===== config.mk =====
export PLATFORM = sky130hd
export DESIGN_NAME = uart_tx_fifo
export DESIGN_NICKNAME = d
export VERILOG_FILES = /design/src/rtl/uart_tx_fifo.sv
export SDC_FILE = /design/constraint.sdc
export NUM_CORES = 1
export LEC_CHECK = 0
export CORE_ASPECT_RATIO = 1.1
export CORE_MARGIN = 10
export CORE_UTILIZATION = 50
export CTS_BUF_LIST = sky130_fd_sc_hd__clkbuf_4 sky130_fd_sc_hd__clkbuf_8
export CTS_CLUSTER_DIAMETER = 40
export CTS_CLUSTER_SIZE = 10
export DETAILED_ROUTE_END_ITERATION = 16
export GPL_TIMING_DRIVEN = 0
export PLACE_DENSITY = 0.66
export SYNTH_ARGS = -nofsm -noshare
export SYNTH_HDL_FRONTEND = slang
export SYNTH_SLANG_ARGS = --single-unit
export TNS_END_PERCENT = 5

===== constraint.sdc =====
create_clock -name clk -period 3.6 [get_ports clk]
set_input_delay 0.72 -clock clk [delete_from_list [all_inputs] [get_ports clk]]
set_output_delay 0.72 -clock clk [all_outputs]
set_load 0.05 [all_outputs]

===== src/rtl/uart_tx_fifo.sv =====
// rtl/uart_tx_fifo.sv - buffered 8N1 UART transmitter: byte FIFO feeding a bit serializer
module uart_tx_fifo #(
  parameter int CLK_FREQ = 50_000_000,
  parameter int BAUD     = 115200,
  parameter int DEPTH    = 16
) (
  input  logic                     clk,
  input  logic                     rst_n,
  input  logic [7:0]               data,
  input  logic                     valid,
  output logic                     ready,
  output logic                     tx,
  output logic                     busy,
  output logic [$clog2(DEPTH):0]   level
);

  localparam int DIV = CLK_FREQ / BAUD;
  localparam int AW  = $clog2(DEPTH);
  localparam int CW  = (DIV < 2) ? 1 : $clog2(DIV);
  localparam logic [CW-1:0] CNT_LAST = CW'(DIV - 1);
  localparam logic [AW:0]   FULL_CNT = (AW + 1)'(DEPTH);

  generate
    if (DIV < 2) begin : g_div_check
      $fatal(1, "uart_tx_fifo: CLK_FREQ/BAUD must be at least 2");
    end
    if (DEPTH < 2 || (1 << AW) != DEPTH) begin : g_depth_check
      $fatal(1, "uart_tx_fifo: DEPTH must be a power of 2 and at least 2");
    end
  endgenerate

  typedef enum logic [1:0] {IDLE, START, DATA, STOP} state_t;

  state_t          state_q, state_d;
  logic [CW-1:0]   cnt_q, cnt_d;
  logic [2:0]      bit_q, bit_d;
  logic [7:0]      shift_q, shift_d;
  logic            tx_q, tx_d;
  logic [AW-1:0]   wr_ptr_q, wr_ptr_d;
  logic [AW-1:0]   rd_ptr_q, rd_ptr_d;
  logic [AW:0]     count_q, count_d;
  logic [7:0]      fifo_mem [DEPTH];

  logic push;
  logic pop;
  logic baud_last;
  logic fifo_nonempty;

  assign ready         = (count_q != FULL_CNT);
  assign busy          = (state_q != IDLE) || (count_q != '0);
  assign level         = count_q;
  assign tx            = tx_q;
  assign push          = valid && ready;
  assign baud_last     = (cnt_q == CNT_LAST);
  assign fifo_nonempty = (count_q != '0);

  always_comb begin
    state_d = state_q;
    cnt_d   = cnt_q + CW'(1);
    bit_d   = bit_q;
    shift_d = shift_q;
    pop     = 1'b0;

    case (state_q)
      IDLE: begin
        cnt_d = '0;
        if (fifo_nonempty) begin
          pop     = 1'b1;
          shift_d = fifo_mem[rd_ptr_q];
          state_d = START;
        end
      end
      START: begin
        if (baud_last) begin
          cnt_d   = '0;
          bit_d   = '0;
          state_d = DATA;
        end
      end
      DATA: begin
        if (baud_last) begin
          cnt_d   = '0;
          shift_d = shift_q >> 1;
          bit_d   = bit_q + 3'd1;
          if (bit_q == 3'd7) state_d = STOP;
        end
      end
      STOP: begin
        // Popping on the last stop cycle keeps back-to-back frames gapless.
        if (baud_last) begin
          cnt_d = '0;
          if (fifo_nonempty) begin
            pop     = 1'b1;
            shift_d = fifo_mem[rd_ptr_q];
            state_d = START;
          end else begin
            state_d = IDLE;
          end
        end
      end
      default: begin
        state_d = IDLE;
        cnt_d   = '0;
      end
    endcase

    case (state_d)
      START:   tx_d = 1'b0;
      DATA:    tx_d = shift_d[0];
      default: tx_d = 1'b1;
    endcase

    wr_ptr_d = wr_ptr_q + AW'(push);
    rd_ptr_d = rd_ptr_q + AW'(pop);
    count_d  = count_q + (AW + 1)'(push) - (AW + 1)'(pop);
  end

  always_ff @(posedge clk) begin
    if (!rst_n) begin
      state_q  <= IDLE;
      cnt_q    <= '0;
      bit_q    <= '0;
      shift_q  <= '0;
      tx_q     <= 1'b1;
      wr_ptr_q <= '0;
      rd_ptr_q <= '0;
      count_q  <= '0;
    end else begin
      state_q  <= state_d;
      cnt_q    <= cnt_d;
      bit_q    <= bit_d;
      shift_q  <= shift_d;
      tx_q     <= tx_d;
      wr_ptr_q <= wr_ptr_d;
      rd_ptr_q <= rd_ptr_d;
      count_q  <= count_d;
    end
  end

  always_ff @(posedge clk) begin
    if (rst_n && push) fifo_mem[wr_ptr_q] <= data;
  end

endmodule

* Word level (Yosys, flattened, before mapping)
Memories as Yosys holds them, arrays and structs flattened. A register that Yosys moved wholly into a read port is not among the register bits.
Index checks and enable logic that the tools add are counted.
** Operators by class
- Muxes and demuxes :: 23
- Reductions and logical operators :: 11
- Eq/ne operators :: 11
- $add $sub $neg :: 6
** Operators with widths (number)
- $mux W8 :: 3
- $pmux W8 S3 :: 1
- $pmux W9 S2 :: 1
- $mux W2 :: 5
- $add A9 B1 Y9 const B :: 1
- $eq A9 B9 Y1 const B :: 1
- $mux W9 :: 1
- $add A4 B1 Y4 :: 2
- $pmux W2 S4 :: 1
- $eq A2 B2 Y1 const B :: 3
- $mux W3 :: 2
- $ne A2 B2 Y1 const B :: 3
- $pmux W3 S2 :: 1
- $reduce_and A3 Y1 :: 2
- $add A5 B1 Y5 :: 1
- $mux W1 :: 5
- $ne A5 B5 Y1 const B :: 1
- $reduce_bool A5 Y1 :: 1
- $sub A5 B1 Y5 :: 1
- $eq A2 B1 Y1 const B :: 2
- $mux W4 :: 1
- $pmux W1 S2 :: 2
- $reduce_bool A2 Y1 :: 2
- $add A3 B1 Y3 const B :: 1
- 6 further kinds :: 7
** Word-level totals
- Memories kept :: 1
- Register bits after elaboration :: 36
- Input bits :: 11
- Bits in writable memories :: 128
- Output and inout bits :: 8
** Memory list
- fifo_mem :: depth 16, width 8, read ports 1, clocked after Yosys merged registers in 1, write ports 1, line 42 : logic [7:0] fifo_mem [DEPTH];

* Depth between registers and ports, before layout
Gate-level depths: netlist (run 1).
- Depth in word-level cells :: 6
- Mapped depth :: 16

* Least setup slack after synthesis (run 1)
No wires, ideal clock.
- Path type :: flip-flop to flip-flop
- From :: reg count_q[3], in the netlist level[3]
- To :: reg count_q[4], in the netlist level[4]
- Data required time :: 3.484 ns
- Arrival time :: 3.053 ns
- Path buffers :: 1
- Path slack :: 0.432 ns
- Stages on the path, launching flop included :: 17
- Path through :: dfxtp_1 inv_1 ha_1 or4b_2 clkbuf_1 nand2_1 nor2_1 ha_1 inv_1 ha_1 inv_1 fa_1 inv_1 a21oi_1 nor2_1 or3_1 and3_1
** On the way
- Word-level cells in the longest chain between the ends :: 5
- Elaborated cells on any way between the ends :: 8
- Those cells by class :: add/sub: 2; eq/ne: 1; mux: 3; reduce/logical: 2
** Ends and longest elaborated chain
- from (decl) :: line 41 : logic [AW:0] count_q, count_d;
- from (signal assigned) :: line 136 : count_q <= count_d;
- parallel branches: the longest is 4 deep, another holds $add A5 B1 Y5
- $sub A5 B1 Y5 * :: line 115 : count_d = count_q + (AW + 1)'(push) - (AW + 1)'(pop);
Mark *: on every way between the ends.
A chain may end at the register's enable or synchronous reset.

* Final worst setup path (run 1)
- From :: reg count_q[2], in the netlist level[2]
- To :: reg count_q[4], in the netlist level[4]
Same word-level chain as after synthesis.

==> results of run 1 <==
-- worst paths after layout --
kind / endpoint / cells past startpoint / slack [ns] / startpoint
setup reg to reg: level[4] / 16 / 0.40 / level[2]
setup / recovery: level[4] / 16 / 0.40 / level[2]
hold / removal: shift_q[7] / 1 / 0.48 / shift_q[7]
hold reg to reg: shift_q[7] / 1 / 0.48 / shift_q[7]
-- cell usage after synthesis, types with 6 or more instances --
cell      number
a221o_1        6
and2_1        12
clkbuf_1       7
dfxtp_1       36
edfxtp_1     128
ha_1          20
inv_1         16
mux4_1        18
mux4_2        19
nand2_1       10
nand3_1        9
nor2_1        30
nor2b_1       11
xnor2_1        8
xor2_1         6
-- state kept, by name, summed over array words and instances, names as in the netlist --
signal,flops
rd_ptr_q,4
state_q,2
cnt_q,9
bit_q,3
shift_q,8
level,5
fifo_mem,128
wr_ptr_q,4
tx,1
-- worst max-delay path: cells and delay by family (launching register included) --
kind                       cells  cell delay [ns]
buffers and inverters          5             0.45
DFF                            1             0.34
and+or+nand+nor                6             1.36
AOI/OAI and AO/OA              1             0.13
adders and majority gates      4             0.82
-- logic make-up (layout without fill, tap and decap cells) --
group / count (synthesis) / after routing
buffers and inverters: 32 / 82
AO/OA/AOI/OAI: 34 / 34
flip-flops: 164 / 164
XOR/XNOR: 14 / 14
multiplexers: 42 / 42
AND/OR/NAND/NOR: 99 / 99
adder cells (fa/ha/maj): 21 / 21
-- cell usage in the layout (no fill, tap or decap), types with 5 or more instances in the layout --
master           instances
and2_1                  12
xnor2_1                  8
nor2b_1                 11
dfxtp_1                 36
clkdlybuf4s50_1         17
ha_1                    20
xor2_1                   6
mux4_2                  19
edfxtp_1               128
clkbuf_1                 7
nand3_1                  9
mux2i_1                  5
clkbuf_8                17
inv_1                   16
a221o_1                  6
nand2_1                 10
mux4_1                  18
nor2_1                  30
-- area by class of cell --
cell class / count / area [µm²]
clock buffer: 19 / 249
inverter: 16 / 60.1
multi-input combinational: 210 / 2160
tap: 184 / 230
buffer: 16 / 104
fill: 1049 / 5620
clock inverter: 13 / 158
timing repair buffer: 18 / 178
sequential: 164 / 4560
-- per-layer routing --
metal	GRT usage	vias up	share of wire
met3	0.0404	18	0.047
li1	-	1680	-
met4	0.0492	0	0.014
met2	0.252	83	0.52
met1	0.168	1886	0.42
met5	0	-	0
-- where the power goes --
part	internal, mW	switching (mW)	total (mW)
sequential	2.14	0.0784	2.22
combinational	0.569	0.654	1.22
clock	0.698	0.648	1.35
total	3.41	1.38	4.79
==> results by group, run 1 <==
Detailed routing
  – Vias: 3667
  – Routed WL: 13000 µm
  – DRT antenna net count: 0
  – WL/cell: roughly 20 µm
  – Average via count per standard cell: 5.73
  – First-pass iteration count of the detailed router: 4
  – Drt drc: 0
  – DRT iter0 DRCs: 298

Clock tree
  – # clock sinks: 164
  – H-tree levels: 4
  – Post-cts sizing count: 0
  – CTS tree: yes
  – Clock Path Buffers: 2
  – Clock root buffer master: clkbuf_8
  – # hold bufs at CTS: 0
  – Post-CTS Setup Bufs: 0
  – Skew-Pair Late Insertion Delay: around 0.44 ns
  – Worst-path clk slew: 0.08 ns
  – Num CTS Buffers: 17

Timing
  – Clock skew: approximately 0.011 ns
  – Final Hold Viols: 0
  – Setup Total Neg Slack: 0 ns
  – Slew Limit Fails: 0
  – Final setup margin: about 0.40 ns
  – Final hold slack: 0.484 ns
  – Clock period minus worst slack: 3.20 ns
  – Max-slew headroom at the worst pin: 0.153
  – Unrepaired setup endpoints after global routing: no
  – Finish-stage setup viols: 0
  – Slew @ Worst Pin: 1.26 ns
  – FMAX: 0.312 GHz
  – Final Cycle Share: 0.890

Yosys
  – Synth Area in XOR/XNOR: 0.0178
  – Avg Cell Area, Syn: 16.9 µm²
  – EDFF count, synth: between 100 and 150
  – Post-Synth Simple-Gate Area: 0.0769
  – Post-Syn Nets: ~440
  – Post-synthesis mux area share: 0.138
  – Synth top area share: 0.559
  – Async SR Flop Fraction: 0
  – Synth Instances: 406
  – Largest area contributor in the netlist: edfxtp_1
  – Synth warn: 0
  – Post-synthesis adder-cell area fraction: 0.0393
  – Most area-consuming cells after synthesis: edfxtp_1 (56%), dfxtp_1 (10%), mux4_1 (6.9%)
  – Seq/Total Area, Yosys: 0.663
  – Main synth FF type: edfxtp_1
  – FF+latch count, synth: 164
  – Largest family of logic cells by synthesized area: multiplexers
  – Distinct cells, synth: between 50 and 60
  – Synth Area in Compound Gates: 0.0406
  – Cell Area, Synth: between 6000 and 7000 µm²

Die
  – Core Area: 13300 µm²
  – Standard-cell rows: 44
  – Die H: 143 µm
  – Initial Util: 0.516
  – I/O Pins: 19
  – Die Width: 132 µm
  – Die footprint: 18900 µm²

Global route
  – Vias in the first global route: 3763
  – Antenna violations before repair: 0
  – GRT Util Overall: 0.144
  – Congestion Overflow GR: 0
  – Pin count of the biggest net entering global routing: 17
  – First-pass GRT wire length: 20500 µm

Setup path
  – WS Path Type: register to register
  – Critical Path Most Common Cell: inv_1
  – Critical Path Fanout Max: 6
  – Crit-path cells: inv_1 > ha_1 > or4b_2 > clkbuf_1 > nand2_1 > nor2_1 > ha_1 > inv_1 > ha_1 > inv_1 > fa_1 > inv_1 > a21oi_1 > nor2_1 > or3_1 > and3_1
  – CP Data Arrival Time: 3.54 ns
  – Slowest stage cell, crit path: or4b_2
  – Crit path largest cell delay: 0.58 ns
  – Crit path launch type: register
  – WP data required: 3.94 ns
  – Crit end category: register

Final layout
  – Final core utilization: 0.578
  – Area Overhead vs Synth: 12.0%
  – # diodes: 0
  – Nets: roughly 480
  – Final instance area: 7700 µm²
  – Share of cells above drive strength 1: 0.143
  – Final Non-Filler Cells: 640

Power
  – Cell area power density: 621 nW/µm²
  – Total power draw: 4.79 mW
  – Pleak: 2.56 nW
  – Worst vdd ir: 0.384 mV

Place
  – Cell count after placement: 608
  – Placed Area: 7290 µm²
  – Port buffer count: 17
  – GPL Wtd Cong: ~0.8
  – Post-DP HPWL: roughly 9000 µm
  – Pre-CTS setup slack: 0.373 ns

Min path
  – Hold/Removal Path Class: register to register

Job
  – Max cap viols: 0

Outcome
  – Outcome: complete, no violations
No activity file was read; power rests on OpenSTA's default activity.
==> run 2: changes to the inputs <==
CAP_MARGIN = 0   (was default)
CTS_BUF_LIST = sky130_fd_sc_hd__clkbuf_8   (was sky130_fd_sc_hd__clkbuf_4 sky130_fd_sc_hd__clkbuf_8)
==> results by group, run 2 (synthesis gave the netlist of run 1 again) <==
Die
  – Die H: 143 µm
  – Initial Util: 0.516
  – I/O Pins: 19
  – Die footprint: 18900 µm²
  – Die Width: 132 µm
  – Standard-cell rows: 44
  – Core Area: around 13000 µm²

Clock tree
  – # clock sinks: 164
  – Worst-path clk slew: approximately 0.08 ns
  – CTS tree: yes
  – Skew-Pair Late Insertion Delay: 0.45 ns
  – Post-cts sizing count: 0
  – # hold bufs at CTS: 0
  – Clock Path Buffers: 2
  – Post-CTS Setup Bufs: 0
  – H-tree levels: 4
  – Clock root buffer master: clkbuf_8
  – Num CTS Buffers: 17

Detailed routing
  – DRT iter0 DRCs: 334
  – First-pass iteration count of the detailed router: 4
  – Vias: roughly 3600
  – Drt drc: 0
  – Average via count per standard cell: ~5.7
  – WL/cell: 20.2 µm
  – DRT antenna net count: 0
  – Routed WL: around 13000 µm

Timing
  – Clock skew: ~0.011 ns
  – FMAX: 0.313 GHz
  – Clock period minus worst slack: 3.20 ns
  – Setup Total Neg Slack: 0 ns
  – Final setup margin: 0.402 ns
  – Slew @ Worst Pin: between 1 and 1.5 ns
  – Final Hold Viols: 0
  – Max-slew headroom at the worst pin: 0.149
  – Slew Limit Fails: 0
  – Final Cycle Share: 0.888
  – Unrepaired setup endpoints after global routing: no
  – Finish-stage setup viols: 0

Final layout
  – # fillers: ~1000
  – Max reg flops: roughly 130
  – Area occupied by multi-input gates: 2160 µm²
  – Top Registers: fifo_mem x128, cnt_q x9, shift_q x8
  – Largest reg by FF count: fifo_mem
  – Final Non-Filler Cells: between 600 and 700
  – Area Overhead vs Synth: 11.9%
  – Final instance area: 7700 µm²
  – Register area: 4560 µm²
  – Share of cells above drive strength 1: 0.138
  – Nets: between 400 and 500
  – Commonest non-fill, non-tap cell in the layout: edfxtp_1
  – Commonest non-fill, non-tap cells in the layout: edfxtp_1 (128), dfxtp_1 (36), nor2_1 (30)
  – # diodes: 0

Place
  – Port buffer count: 17
  – GPL Wtd Cong: 0.788
  – Cell count after placement: 608
  – Pre-CTS setup slack: 0.373 ns
  – Placed Area: approximately 7300 µm²
  – Post-DP HPWL: between 8000 and 9000 µm

Setup path
  – WP depth: 16
  – WP data required: 3.94 ns
  – Critical Path Most Common Cell: inv_1
  – Top Family by Delay on Critical Path: simple AND/OR/NAND/NOR gates
  – WS Path Type: register to register
  – Buffers and inverters on the worst path: 5
  – CP Data Arrival Time: 3.54 ns
  – Crit path largest cell delay: 0.58 ns
  – Slowest stage cell, crit path: or4b_2
  – Crit-path cells: inv_1 > ha_1 > or4b_2 > clkbuf_1 > nand2_1 > nor2_1 > ha_1 > inv_1 > ha_1 > inv_1 > fa_1 > inv_1 > a21oi_1 > nor2_1 > or3_1 > and3_1
  – Crit path launch type: register
  – Crit end category: register
  – Critical Path Fanout Max: 6
  – Reg2Reg Depth: 16

Power
  – Cell area power density: 619 nW/µm²
  – Worst vdd ir: around 0.38 mV
  – Pleak: 2.56 nW

Global route
  – Pin count of the biggest net entering global routing: 17
  – Antenna violations before repair: 0
  – Congestion Overflow GR: 0
  – First-pass GRT wire length: slightly above 20000 µm
  – GRT Util Overall: 0.144
  – Vias in the first global route: 3762

Outcome
  – Outcome: complete, no violations

Min path
  – Hold/Removal Path Class: register to register
  – Hold depth: 1

Job
  – Max cap viols: 0
-- run 2: cell types whose count changed in the layout (fill, tap and decap cells not counted) --
cell	before	now
clkbuf_4	2	0
inv_1	16	18
-- run 2: metal layers --
layer  global-route usage  wire length (µm)  share of wire
met5                    0                 0              0
met4               0.0492               232          0.018
met3               0.0404               495          0.038
met2                0.251              6760           0.52
met1                0.168              5450           0.42
-- run 2: final cells by class --
| class | count | area share |
|---|---|---|
| inverters | 16 | 0.00780 |
| plain buffers | 16 | 0.0135 |
| clock inverters | 15 | 0.0215 |
| flip-flops and latches | 164 | 0.593 |
| repair buffers | 18 | 0.0231 |
| multi-input cells | 210 | 0.281 |
| well taps | 184 | 0.0299 |
| clock buffers | 17 | 0.0304 |
-- run 2: path summary, 6_finish.rpt --
path | from | endpoint | slack [ns]
worst max-delay path | level[2] | level[4] | 0.40
worst min-delay path | shift_q[7] | shift_q[7] | 0.49
worst max register to register | level[2] | level[4] | 0.40
worst min register to register | shift_q[7] | shift_q[7] | 0.49
-- run 2: through the flow --
step                hold WS, ns  power, mW  utilization
floorplan                 0.433       3.15            -
global placement          0.454       3.46        0.546
detailed placement        0.457       3.50        0.547
CTS                       0.480       4.81        0.577
global route              0.507       5.00        0.578
finish                    0.486       4.77        0.578
-- run 2: power by group --
| group | switching [mW] | internal (mW) |
|---|---|---|
| combinational | 0.652 | 0.569 |
| sequential | 0.0784 | 2.14 |
| clock | 0.650 | 0.678 |
